--- config.mk ---
export PLATFORM = sky130hd
export DESIGN_NAME = ccip_outstanding_tracker
export DESIGN_NICKNAME = d
export VERILOG_FILES = /design/src/rtl/ccip_outstanding_tracker.sv
export SDC_FILE = /design/constraint.sdc
export NUM_CORES = 1
export LEC_CHECK = 0
export ABC_AREA = 0
export ABC_CLOCK_PERIOD_IN_PS = 3300
export BUFFER_PORTS_ARGS = -buffer_cell sky130_fd_sc_hd__buf_2
export CAP_MARGIN = 20
export CELL_PAD_IN_SITES_DETAIL_PLACEMENT = 1
export CELL_PAD_IN_SITES_GLOBAL_PLACEMENT = 2
export CORE_UTILIZATION = 34
export DETAILED_ROUTE_END_ITERATION = 6
export GPL_TIMING_DRIVEN = 0
export PLACE_DENSITY_LB_ADDON = 0.1
export SYNTH_ARGS = -nofsm -noshare
export SYNTH_HDL_FRONTEND = slang
export SYNTH_SLANG_ARGS = --single-unit
export TNS_END_PERCENT = 5
--- constraint.sdc ---
create_clock -name clk -period 3.3 [get_ports clk]
set_input_delay 0.165 -clock clk [delete_from_list [all_inputs] [get_ports clk]]
set_output_delay 0.165 -clock clk [all_outputs]
set_load 0.02 [all_outputs]
--- src/rtl/ccip_outstanding_tracker.sv ---
// CCI-P outstanding cacheline tracker: per-channel credit counters, drain handshake, sticky error flags.
// Optional read-response watchdog enabled by defining ASE_TRACKER_WATCHDOG_EN.
module ccip_outstanding_tracker #(
  parameter int unsigned MAX_OUTSTANDING = 256,
  parameter int unsigned WD_CYCLES       = 4096,
  localparam int unsigned CNT_W          = $clog2(MAX_OUTSTANDING) + 1
) (
  input  logic             clk,
  input  logic             SoftReset_n,
  input  logic             c0_req_valid,
  input  logic [1:0]       c0_req_cllen,
  input  logic             c1_req_valid,
  input  logic             c0_rsp_valid,
  input  logic             c1_rsp_valid,
  input  logic             c1_rsp_format,
  input  logic [1:0]       c1_rsp_clnum,
  input  logic             drain_req,
  output logic [CNT_W-1:0] rd_outstanding,
  output logic [CNT_W-1:0] wr_outstanding,
  output logic             drain_ack,
  output logic [5:0]       err_flags
);

  localparam int unsigned NW = CNT_W + 2;

  typedef enum logic [1:0] {
    IDLE  = 2'd0,
    BUSY  = 2'd1,
    DRAIN = 2'd2,
    DONE  = 2'd3
  } state_t;

  state_t           state, state_nxt;
  logic [2:0]       rd_issue_c, wr_ret_c;
  logic [NW-1:0]    rd_sum_c, wr_sum_c, rd_diff_c, wr_diff_c;
  logic [CNT_W-1:0] rd_nxt_c, wr_nxt_c;
  logic             rd_udf_c, wr_udf_c, rd_ovf_c, wr_ovf_c, cllen_err_c;
  logic             cnt_zero_c, wd_hit_c;

  // Line counts contributed by this cycle's events; illegal cllen still consumes one line
  always_comb begin
    rd_issue_c  = 3'd0;
    cllen_err_c = 1'b0;
    if (c0_req_valid) begin
      case (c0_req_cllen)
        2'b00:   rd_issue_c = 3'd1;
        2'b01:   rd_issue_c = 3'd2;
        2'b11:   rd_issue_c = 3'd4;
        default: begin
          rd_issue_c  = 3'd1;
          cllen_err_c = 1'b1;
        end
      endcase
    end
    wr_ret_c = 3'd0;
    if (c1_rsp_valid)
      wr_ret_c = c1_rsp_format ? (3'(c1_rsp_clnum) + 3'd1) : 3'd1;
  end

  // Net all same-cycle events in one update, saturating at both ends
  always_comb begin
    rd_sum_c  = NW'(rd_outstanding) + NW'(rd_issue_c);
    wr_sum_c  = NW'(wr_outstanding) + NW'(c1_req_valid);
    rd_udf_c  = NW'(c0_rsp_valid) > rd_sum_c;
    wr_udf_c  = NW'(wr_ret_c) > wr_sum_c;
    rd_diff_c = rd_sum_c - NW'(c0_rsp_valid);
    wr_diff_c = wr_sum_c - NW'(wr_ret_c);
    rd_ovf_c  = !rd_udf_c && (rd_diff_c > NW'(MAX_OUTSTANDING));
    wr_ovf_c  = !wr_udf_c && (wr_diff_c > NW'(MAX_OUTSTANDING));
    rd_nxt_c  = CNT_W'(rd_diff_c);
    wr_nxt_c  = CNT_W'(wr_diff_c);
    if (rd_udf_c) rd_nxt_c = '0;
    if (rd_ovf_c) rd_nxt_c = CNT_W'(MAX_OUTSTANDING);
    if (wr_udf_c) wr_nxt_c = '0;
    if (wr_ovf_c) wr_nxt_c = CNT_W'(MAX_OUTSTANDING);
    cnt_zero_c = (rd_nxt_c == '0) && (wr_nxt_c == '0);
  end

  // Drain FSM, steered by the post-update counts
  always_comb begin
    state_nxt = state;
    case (state)
      IDLE: begin
        if (drain_req)        state_nxt = cnt_zero_c ? DONE : DRAIN;
        else if (!cnt_zero_c) state_nxt = BUSY;
      end
      BUSY: begin
        if (drain_req)        state_nxt = DRAIN;
        else if (cnt_zero_c)  state_nxt = IDLE;
      end
      DRAIN: begin
        if (!drain_req)       state_nxt = BUSY;
        else if (cnt_zero_c)  state_nxt = DONE;
      end
      DONE: begin
        if (!drain_req)       state_nxt = cnt_zero_c ? IDLE : BUSY;
        else if (!cnt_zero_c) state_nxt = DRAIN;
      end
      default: state_nxt = IDLE;
    endcase
  end

`ifdef ASE_TRACKER_WATCHDOG_EN
  localparam int unsigned WD_W = $clog2(WD_CYCLES + 1);
  logic [WD_W-1:0] wd_cnt;

  // Cycles since the last read response while reads are pending
  always_ff @(posedge clk or negedge SoftReset_n) begin
    if (!SoftReset_n)                             wd_cnt <= '0;
    else if (rd_outstanding == '0 || c0_rsp_valid) wd_cnt <= '0;
    else if (wd_cnt != WD_W'(WD_CYCLES))           wd_cnt <= wd_cnt + WD_W'(1);
  end

  assign wd_hit_c = (rd_outstanding != '0) && !c0_rsp_valid &&
                    (wd_cnt == WD_W'(WD_CYCLES - 1));
`else
  logic unused_wd_cfg;
  assign unused_wd_cfg = ^32'(WD_CYCLES);
  assign wd_hit_c      = 1'b0;
`endif

  always_ff @(posedge clk or negedge SoftReset_n) begin
    if (!SoftReset_n) begin
      state          <= IDLE;
      rd_outstanding <= '0;
      wr_outstanding <= '0;
      drain_ack      <= 1'b0;
      err_flags      <= '0;
    end else begin
      state          <= state_nxt;
      rd_outstanding <= rd_nxt_c;
      wr_outstanding <= wr_nxt_c;
      drain_ack      <= (state_nxt == DONE);
      err_flags      <= err_flags | {wd_hit_c, cllen_err_c, wr_ovf_c, rd_ovf_c, wr_udf_c, rd_udf_c};
    end
  end

endmodule

== After elaboration in Yosys (flattened, before gate mapping) ==
Index checks and enable logic that the tools add are counted.

* Bits in registers: 27
* Bits in latches: 0
* RAM bits: 0
* Bits in read-only memories: 0
* Input bits: 12
* Output and inout bits: 25
* Logic and storage cells: 52
* Memories kept: 0

* Add/sub/neg operators: 5
* Multiply operators: 0
* Divide/modulo/power cells: 0
* Magnitude comparators: 4
* Equality and inequality tests: 6
* Shift-type cells: 0
* Muxes and demuxes: 21
* Bitwise operators: 1
* Reduce and logical (&&, ||, !) cells: 10

{| class="wikitable"
|+ Operator list
! cell !! number
|-
| two-way mux 9 bit || 4
|-
| greater-than comparator 11 x 9 -> 1 bit, second input constant || 2
|-
| logical NOT 9 bit || 2
|-
| two-way mux 2 bit || 8
|-
| subtractor 10 x 1 -> 11 bit || 1
|-
| subtractor 10 x 3 -> 11 bit || 1
|-
| adder 9 x 1 -> 10 bit || 1
|-
| adder 9 x 3 -> 10 bit || 1
|-
| greater-than comparator 1 x 10 -> 1 bit || 1
|-
| greater-than comparator 3 x 10 -> 1 bit || 1
|-
| two-way mux 3 bit || 3
|-
| equality test 2 bit, second input constant || 4
|-
| case mux 2 bit (4 select lines) || 1
|-
| bitwise OR 6 x 5 -> 6 bit || 1
|-
| case mux 3 bit (2 select lines) || 1
|-
| equality test 2 x 1 -> 1 bit, second input constant || 2
|-
| logical NOT 2 bit || 2
|-
| two-way mux 1 bit || 4
|-
| adder 2 x 1 -> 3 bit, second input constant || 1
|-
| logical AND 1 bit || 3
|-
| OR reduction 3 bit || 1
|-
| logical NOT 1 bit || 2
|}

== Depth between registers and ports, before layout ==
Gate-level depths: netlist of run 1.

* Word-level depth: 14
* Depth in mapped cells: 14
* Gate-level depth less buffers: 14

== Worst setup path after synthesis of run 1 ==
No wires, ideal clock.

* Path kind: register to register
* Start: register wr_outstanding[0]
* End: register state[0]
* Setup time: 90 ps
* Arrival: 3,070 ps
* Data required time: 3,210 ps
* Slack: 140 ps
* Cell stages (with the launch flop): 14
* Path buffers: 1
* Clock period less this slack: 3,160 ps
* Path through: dfrtp_1 > ha_1 > ha_1 > xor2_1 > ha_1 > a21o_1 > or3_1 > buf_6 > a21o_1 > a211oi_2 > o22ai_1 > a311oi_2 > mux2i_1 > o221ai_1

* Longest elaborated chain between the ends: 10
* Elaborated cells on any way between the ends: 21
* Classes of those cells: 2 x add/sub; 2 x order compare; 13 x mux; 4 x reduce/logical

{| class="wikitable"
|+ RTL lines
! what !! RTL line !! RTL
|-
| start: declaration || 19 || <nowiki>output logic [CNT_W-1:0] wr_outstanding,</nowiki>
|-
| start signal: assignment || 132 || <nowiki>wr_outstanding <= wr_nxt_c;</nowiki>
|-
| adder 9 x 1 -> 10 bit (*) || 63 || <nowiki>wr_sum_c = NW'(wr_outstanding) + NW'(c1_req_valid);</nowiki>
|-
| subtractor 10 x 3 -> 11 bit or greater-than comparator 3 x 10 -> 1 bit (tied branches) || 67, 65 ||
|-
| greater-than comparator 11 x 9 -> 1 bit or logical NOT 1 bit (tied branches) || 69 || <nowiki>wr_ovf_c = !wr_udf_c && (wr_diff_c > NW'(MAX_OUTSTANDING));</nowiki>
|-
| logical AND 1 bit || 69 ||
|-
| two-way mux 9 bit (*) || 75 || <nowiki>if (wr_ovf_c) wr_nxt_c = CNT_W'(MAX_OUTSTANDING);</nowiki>
|-
| logical NOT 9 bit (*) || 76 || <nowiki>cnt_zero_c = (rd_nxt_c == '0) && (wr_nxt_c == '0);</nowiki>
|-
| logical AND 1 bit (*) || 76 ||
|-
| two-way mux 1 bit, or another cell as far along || 96 || <nowiki>if (!drain_req) state_nxt = cnt_zero_c ? IDLE : BUSY;</nowiki>
|-
| two-way mux 2 bit, on equally long branches || - ||
|-
| case mux 2 bit (4 select lines) (*) || 82 || <nowiki>case (state)</nowiki>
|-
| named net state_nxt[0] || 33 || <nowiki>state_t state, state_nxt;</nowiki>
|-
| end signal: assignment || 130 || <nowiki>state <= state_nxt;</nowiki>
|-
| end: declaration || 33 ||
|}

The timed path passes the listed nets; every way through them passes the cells marked *.

== Worst setup path in the final report of run 1 ==
* Start: register rd_outstanding[0]
* End: register state[0]

* Longest elaborated chain between the ends: 10
* Elaborated cells on any way between the ends: 21
* Classes of those cells: 2 x add/sub; 2 x order compare; 13 x mux; 4 x reduce/logical

{| class="wikitable"
|+ RTL lines
! what !! RTL line !! RTL
|-
| start: declaration || 18 || <nowiki>output logic [CNT_W-1:0] rd_outstanding,</nowiki>
|-
| start signal: assignment || 131 || <nowiki>rd_outstanding <= rd_nxt_c;</nowiki>
|-
| adder 9 x 3 -> 10 bit (*) || 62 || <nowiki>rd_sum_c = NW'(rd_outstanding) + NW'(rd_issue_c);</nowiki>
|-
| subtractor 10 x 1 -> 11 bit or greater-than comparator 1 x 10 -> 1 bit (tied branches) || 66, 64 ||
|-
| greater-than comparator 11 x 9 -> 1 bit or logical NOT 1 bit (tied branches) || 68 || <nowiki>rd_ovf_c = !rd_udf_c && (rd_diff_c > NW'(MAX_OUTSTANDING));</nowiki>
|-
| logical AND 1 bit || 68 ||
|-
| two-way mux 9 bit (*) || 73 || <nowiki>if (rd_ovf_c) rd_nxt_c = CNT_W'(MAX_OUTSTANDING);</nowiki>
|-
| logical NOT 9 bit (*) || 76 ||
|-
| logical AND 1 bit (*) || 76 ||
|-
| two-way mux 1 bit, or another cell as far along || 96 ||
|-
| two-way mux 2 bit, on equally long branches || - ||
|-
| case mux 2 bit (4 select lines) (*) || 82 ||
|-
| named net state_nxt[0] || 33 ||
|}

Marks and branches as above.

==> run summary, run 1 <==
Status -> finished with violations
Failing checks -> design-rule violations
DP Wirelength -> 5.04 mm
Mux contribution to synthesized area -> 1.71%
# diodes -> 0
Buffers added on ports -> 35
Register area share after synthesis -> 27.9%
M2 GR Usage -> 33.4%
Setup violators final -> 0
Most common cell in the synthesized netlist -> nor2_1
First DRT Iteration DRCs -> 56
Final WL -> 6.59 mm
Largest family of logic cells by synthesized area -> simple AND/OR/NAND/NOR gates
Ys flop type -> dfrtp_1
Global route overflow -> 0
Final Skew -> 0.00594 ns
RSZ-0062 raised after global routing -> true
Gate Count Post-Synth -> 282
Synth Area in Simple Gates -> 25.6%
Largest net degree at the start of global routing -> 27
Required @ worst endpoint -> 3.50 ns
Slew Viols, Final -> 0
DRT Pass-1 Iters -> 7
Synth area leaders -> dfrtp_1, ha_1, xnor2_1
Syn_area_per_cell -> 8.28 um^2
PnR worst setup slack -> 0.0847 ns
CTS tree -> done
DIE WIDTH -> 84.9 um
Lkg Pwr -> 1.23 nW
Clock Path Buffers -> 2
Startpoint types -> register
Initial Util -> 35.9%
Worst Path Arrival -> 3.41 ns
Synth async-reset ratio -> 100%
Distinct cell type count after synthesis -> 61
Clk sinks -> 26
Via count -> 2284
# nets final -> 357
# Max-Cap Violations -> 0
Area share of fa/ha/maj cells after synthesis -> 7.61%
Biggest area consumer among synthesized cells -> dfrtp_1
Most instantiated cells after synthesis -> nor2_1, dfrtp_1, xnor2_1, nand2_1
I/O pins -> 37
Power Density -> 896 nW/um^2
Initial antenna violation count -> 0
XOR/XNOR Fraction of Synth Area -> 8.63%
Rel. slew slack -> 54.0%
Worst slew pin tran -> 0.686 ns
Core area -> 6490 um^2
First-pass GRT wire length -> 11.2 mm
Share of layout cells above drive strength 1 -> 27.8%
Worst Path Max Fanout -> 5
GR Util met3 -> 1.46%
Met1 Use GR -> 25.9%
DR WL/cell -> 16.1 um
Worst path cell trace -> ha_4 > fa_2 > inv_2 > ha_4 > or3b_1 > a21oi_2 > a221o_1 > a21oi_1 > mux2i_1 > nand4_1 > a311oi_2 > mux2i_1 > o221ai_1
Top delay family on crit path -> compound AO/OA/AOI/OAI gates
Yosys top cell area share -> 27.9%
Seq cells post-synth -> 26
Site Rows -> 29
Min-delay worst type -> in -> reg
Fin crit share -> 97.4%
Area Growth Syn to Fin -> 22.8%
EDFF count, synth -> 0
Synth Area in Compound Gates -> 23.2%
Yosys warns -> 0
Die ar. -> 7200 um^2
Crit Path Category -> reg -> reg
CTS buffer count -> 3
Vias in the first global route -> 2268
Top Usage Layer GRT -> met2
CTS clk-pin slew, worst paths -> 0.10 ns
Crit path buf inv count -> 1
Clock Tree Root -> clkbuf_8
Fmax -> 311 MHz
Worst slack, placed -> -0.406 ns
Syn_nets -> 307
Endpoints failing hold -> 0
Post-route ant nets -> 0
Setup TNS -> 0 ns
Worst setup EP type -> register
CP max stage cell -> fa_2
Vias per std cell -> 5.60
Worst path max stage delay -> 0.48 ns
GPL Wtd Cong -> 0.768
Post-Syn Area -> 2330 um^2
Worst-skew pair later-pin latency -> 0.27 ns
GRT Resource Usage Total -> 19.4%
H-tree depth -> 1
Hold Worst Slack -> 0.120 ns
Min Tclk post-route -> 3.22 ns
Die Y -> 84.9 um
Worst ir drop on vdd -> 0.234 mV
DRC viols -> 4
==> power by group <==
part	internal, mW	total (mW)	switching [mW]
combinational	0.728	1.78	1.05
clock	0.162	0.271	0.108
sequential	0.426	0.520	0.0937
==> layout by cell type, fill, tap and decap left out, drive strengths merged, types with 6 or more instances in the layout <==
cell type / Yosys / routed
clkbuf: 5 / 8
buf: 9 / 53
a21o: 7 / 7
xor2: 9 / 9
inv: 12 / 12
nor2: 33 / 33
nor3: 12 / 12
nand4: 9 / 9
xnor2: 14 / 14
o211ai: 11 / 11
nand2: 13 / 13
a21oi: 14 / 14
nand3: 12 / 12
o21ai: 13 / 13
a211oi: 6 / 6
ha: 11 / 11
or3: 8 / 8
dfrtp: 26 / 26
==> sequential cells by signal, indices dropped and copies added, names as in the netlist <==
name and flops:
drain_ack 1, err_flags 5, wr_outstanding 9, rd_outstanding 9, state 2
==> stage by stage <==
step | power (mW) | util, % | instance area [um^2] | std cells
floorplan | 1.69 | - | 2330 | 282
global placement | 2.09 | 40.1 | 2610 | 394
detailed placement | 2.11 | 40.1 | 2610 | 394
CTS | 2.50 | 42.3 | 2750 | 402
global route | 2.80 | 44.2 | 2870 | 408
finish | 2.57 | 44.2 | 2870 | 408
==> routing by layer <==
| metal | vias to the layer above | routed length (um) | part of all wire, % |
|---|---|---|---|
| met5 | - | 0 | 0 |
| met3 | 10 | 140 | 2.1 |
| met1 | 1098 | 3080 | 47 |
| met2 | 41 | 3250 | 49 |
| li1 | 1135 | - | - |
| met4 | 0 | 112 | 1.7 |
==> worst reg2reg max path, stage by stage, from the launching register on <==
cell      delay, ns
dfrtp_1        0.42
ha_4           0.18
fa_2           0.48
inv_2          0.08
ha_4           0.16
or3b_1         0.36
a21oi_2        0.16
a221o_1        0.14
a21oi_1        0.07
mux2i_1        0.21
nand4_1        0.20
a311oi_2       0.40
mux2i_1        0.13
o221ai_1       0.16
==> path summary, 6_finish.rpt <==
check                                    endpoint  depth (start not counted)  slack (ns)         startpoint
worst max-delay path                     state[0]                         13        0.08  rd_outstanding[0]
min in group asynchronous       wr_outstanding[0]                          2        0.44        SoftReset_n
worst min register to register       err_flags[4]                          1        0.46       err_flags[4]
max in group asynchronous       wr_outstanding[4]                          2        2.46        SoftReset_n
worst min-delay path                 err_flags[4]                          2        0.12    c0_req_cllen[1]
worst max register to register           state[0]                         13        0.08  rd_outstanding[0]
==> kinds of logic after synthesis <==
group           after synthesis
compound gates               75
fa+ha+maj                    13
buf+inv                      26
simple gates                114
xor+xnor                     23
flops                        26
mux                           4
other cells                   1
==> cell type report <==
| cell class | count | area (um^2) |
|---|---|---|
| Buffer | 14 | 80.1 |
| Inverter | 12 | 45.0 |
| Fill cell | 800 | 3630 |
| Timing Repair Buffer | 45 | 253 |
| Tap cell | 77 | 96.3 |
| Sequential cell | 26 | 651 |
| Multi-Input combinational cell | 230 | 1670 |
| Clock inverter | 1 | 30.0 |
| Clock buffer | 3 | 41.3 |
==> what timing repair did <==
action                                 in CTS  in global routing
cloned                                      0                  0
endpoints found under the hold margin      26                  0
pin swaps                                   4                  8
setup endpoints to repair                  17                 17
hold buffers                                1                  0
gates resized for setup                     9                 18
setup buffers                               3                  6
Note: power is estimated with default switching activity, not from simulation.
==> run 2, diff against run 1 <==
--- a/config.mk
+++ b/config.mk
@@ -9,9 +9,9 @@
 export ABC_CLOCK_PERIOD_IN_PS = 3300
 export BUFFER_PORTS_ARGS = -buffer_cell sky130_fd_sc_hd__buf_2
 export CAP_MARGIN = 20
-export CELL_PAD_IN_SITES_DETAIL_PLACEMENT = 1
-export CELL_PAD_IN_SITES_GLOBAL_PLACEMENT = 2
-export CORE_UTILIZATION = 34
+export CELL_PAD_IN_SITES_DETAIL_PLACEMENT = 0
+export CELL_PAD_IN_SITES_GLOBAL_PLACEMENT = 1
+export CORE_UTILIZATION = 43
 export DETAILED_ROUTE_END_ITERATION = 6
 export GPL_TIMING_DRIVEN = 0
 export PLACE_DENSITY_LB_ADDON = 0.1
==> run summary, run 2 (same netlist as run 1, synthesis figures left out) <==
Area Growth Syn to Fin -> 19.8%
Clock Path Buffers -> 2
Power Density -> 866 nW/um^2
Via count -> 2216
Finished Layout Cells -> 396
Initial antenna violation count -> 0
Gate power share -> 69.8%
Tot Pwr -> 2.42 mW
Initial Util -> 45.1%
Slew Viols, Final -> 0
GRT Resource Usage Total -> 20.6%
Worst Path Max Fanout -> 5
Fin crit share -> 95.6%
Buffers added on ports -> 35
# nets final -> 352
Switching Fraction -> 49.3%
Clock Tree Root -> clkbuf_8
Post-DP Area -> 2600 um^2
Status -> finished clean
Final Skew -> 0.00407 ns
CTS clk-pin slew, worst paths -> 0.09 ns
Rel. slew slack -> 50.5%
Die ar. -> 5730 um^2
Internal power -> 1.23 mW
Min Tclk post-route -> 3.15 ns
# Max-Cap Violations -> 0
Worst path cell trace -> ha_4 > fa_2 > inv_1 > ha_4 > or3b_1 > a21oi_2 > a221o_1 > a21oi_1 > mux2i_1 > nand4_1 > a311oi_2 > buf_4 > o221ai_1
# diodes -> 0
Core area -> 5170 um^2
Fmax -> 317 MHz
Largest net degree at the start of global routing -> 27
Top delay family on crit path -> adder cells
DIE WIDTH -> 75.7 um
DR WL/cell -> 14.2 um
Worst setup EP type -> register
Critical Path Start -> rd_outstanding[0]
Fill count -> 501
Reg2reg setup slack -> 0.15 ns
I/O pins -> 37
RSZ-0062 raised after global routing -> false
Worst-skew pair later-pin latency -> 0.27 ns
Setup TNS -> 0 ns
Worst slew pin tran -> 0.737 ns
Worst Setup EP -> state[0]
Share of layout cells above drive strength 1 -> 25.5%
CTS buffer count -> 3
DRT Pass-1 Iters -> 4
Register share of total power -> 21.6%
Clock power share -> 8.6%
First DRT Iteration DRCs -> 98
Post-route ant nets -> 0
FF-to-FF path depth -> 13
Most common cell type on the critical path -> ha_4
Crit path buf inv count -> 2
Worst path max stage delay -> 0.43 ns
Global route overflow -> 0
Lkg Pwr -> 1.20 nW
DRC viols -> 0
Setup violators final -> 0
Site Rows -> 26
First-pass GRT wire length -> 9.11 mm
DP Wirelength -> 4.28 mm
Required @ worst endpoint -> 3.45 ns
Vias per std cell -> 5.60
Clk sinks -> 26
Crit path depth -> 13
GPL Wtd Cong -> 0.774
Most frequent cells in the layout -> buf_2, nor2_1, dfrtp_1
Die Y -> 75.7 um
Worst Path Arrival -> 3.30 ns
Reg2reg start -> rd_outstanding[0]
CP max stage cell -> fa_2
Top flop regs -> rd_outstanding: 9 flops, wr_outstanding: 9 flops, err_flags: 5 flops
Endpoints failing hold -> 0
Final Cell Area -> 2800 um^2
Worst ir drop on vdd -> 0.336 mV
Min-delay worst type -> in -> reg
Vias in the first global route -> 2022
Sw Pwr -> 1.19 mW
H-tree depth -> 1
Final WL -> 5.63 mm
Final Util -> 54.1%
RR Endpoint -> state[0]
Startpoint types -> register
Most common cell after layout, fill and taps aside -> buf_2
Crit Path Category -> reg -> reg
CTS tree -> done
Dpl cells -> 387
## run 2: worst min-delay path by stage
stage                    start                 to  slack [ns]  cells past startpoint
3_3_place_gp       SoftReset_n  wr_outstanding[1]        0.22                      1
5_1_grt        c0_req_cllen[1]       err_flags[4]        0.11                      2
6_report       c0_req_cllen[1]       err_flags[4]        0.13                      2
3_5_place_dp       SoftReset_n  wr_outstanding[0]        0.22                      1
4_1_cts        c0_req_cllen[1]       err_flags[4]        0.12                      2
2_1_floorplan      SoftReset_n          drain_ack       -0.13                      0
## run 2: layout make-up
cell class,instances,area [um^2],share of cell area (%)
Multi-Input combinational cell,230,1670,59.6
Buffer,14,77.6,2.77
Sequential cell,26,651,23.3
Inverter,12,45.0,1.61
Timing Repair Buffer,40,215,7.70
Tap cell,70,87.6,3.13
Clock buffer,4,55.1,1.97
## run 2: through the flow
step           hold slack (ns)  worst slack [ns]
3_3_place_gp             0.216            -0.198
3_5_place_dp             0.224            -0.288
5_1_grt                  0.113            0.0108
2_1_floorplan           -0.131             0.140
4_1_cts                  0.118           0.00719
6_report                 0.126             0.146
## run 2: per-layer routing
| metal | GRT usage [%] | wire length, um | vias to the layer above |
|---|---|---|---|
| met5 | 0 | 0 | - |
| met4 | 5.14 | 57 | 0 |
| met3 | 1.85 | 106 | 6 |
| met2 | 36.2 | 2820 | 39 |
| met1 | 27.4 | 2650 | 1040 |
| li1 | - | - | 1131 |
## run 2: what timing repair did
| action | 4_1_cts | 5_1_grt |
|---|---|---|
| gates resized for setup | 4 | 17 |
| hold endpoints to repair | 26 | 0 |
| pin swaps | 3 | 2 |
| setup buffers | 3 | 1 |
| endpoints found under the setup margin | 10 | 17 |
| hold buffers | 1 | 0 |
## run 2: power by group through the flow
stage / Sequential (mW) / Clock, mW / Combinational (mW)
4_1_cts: 0.515 / 0.217 / 1.61
6_report: 0.523 / 0.208 / 1.69
3_5_place_dp: 0.521 / 0 / 1.54
3_3_place_gp: 0.518 / 0 / 1.53
5_1_grt: 0.540 / 0.230 / 1.88
2_1_floorplan: 0.623 / 0 / 1.07
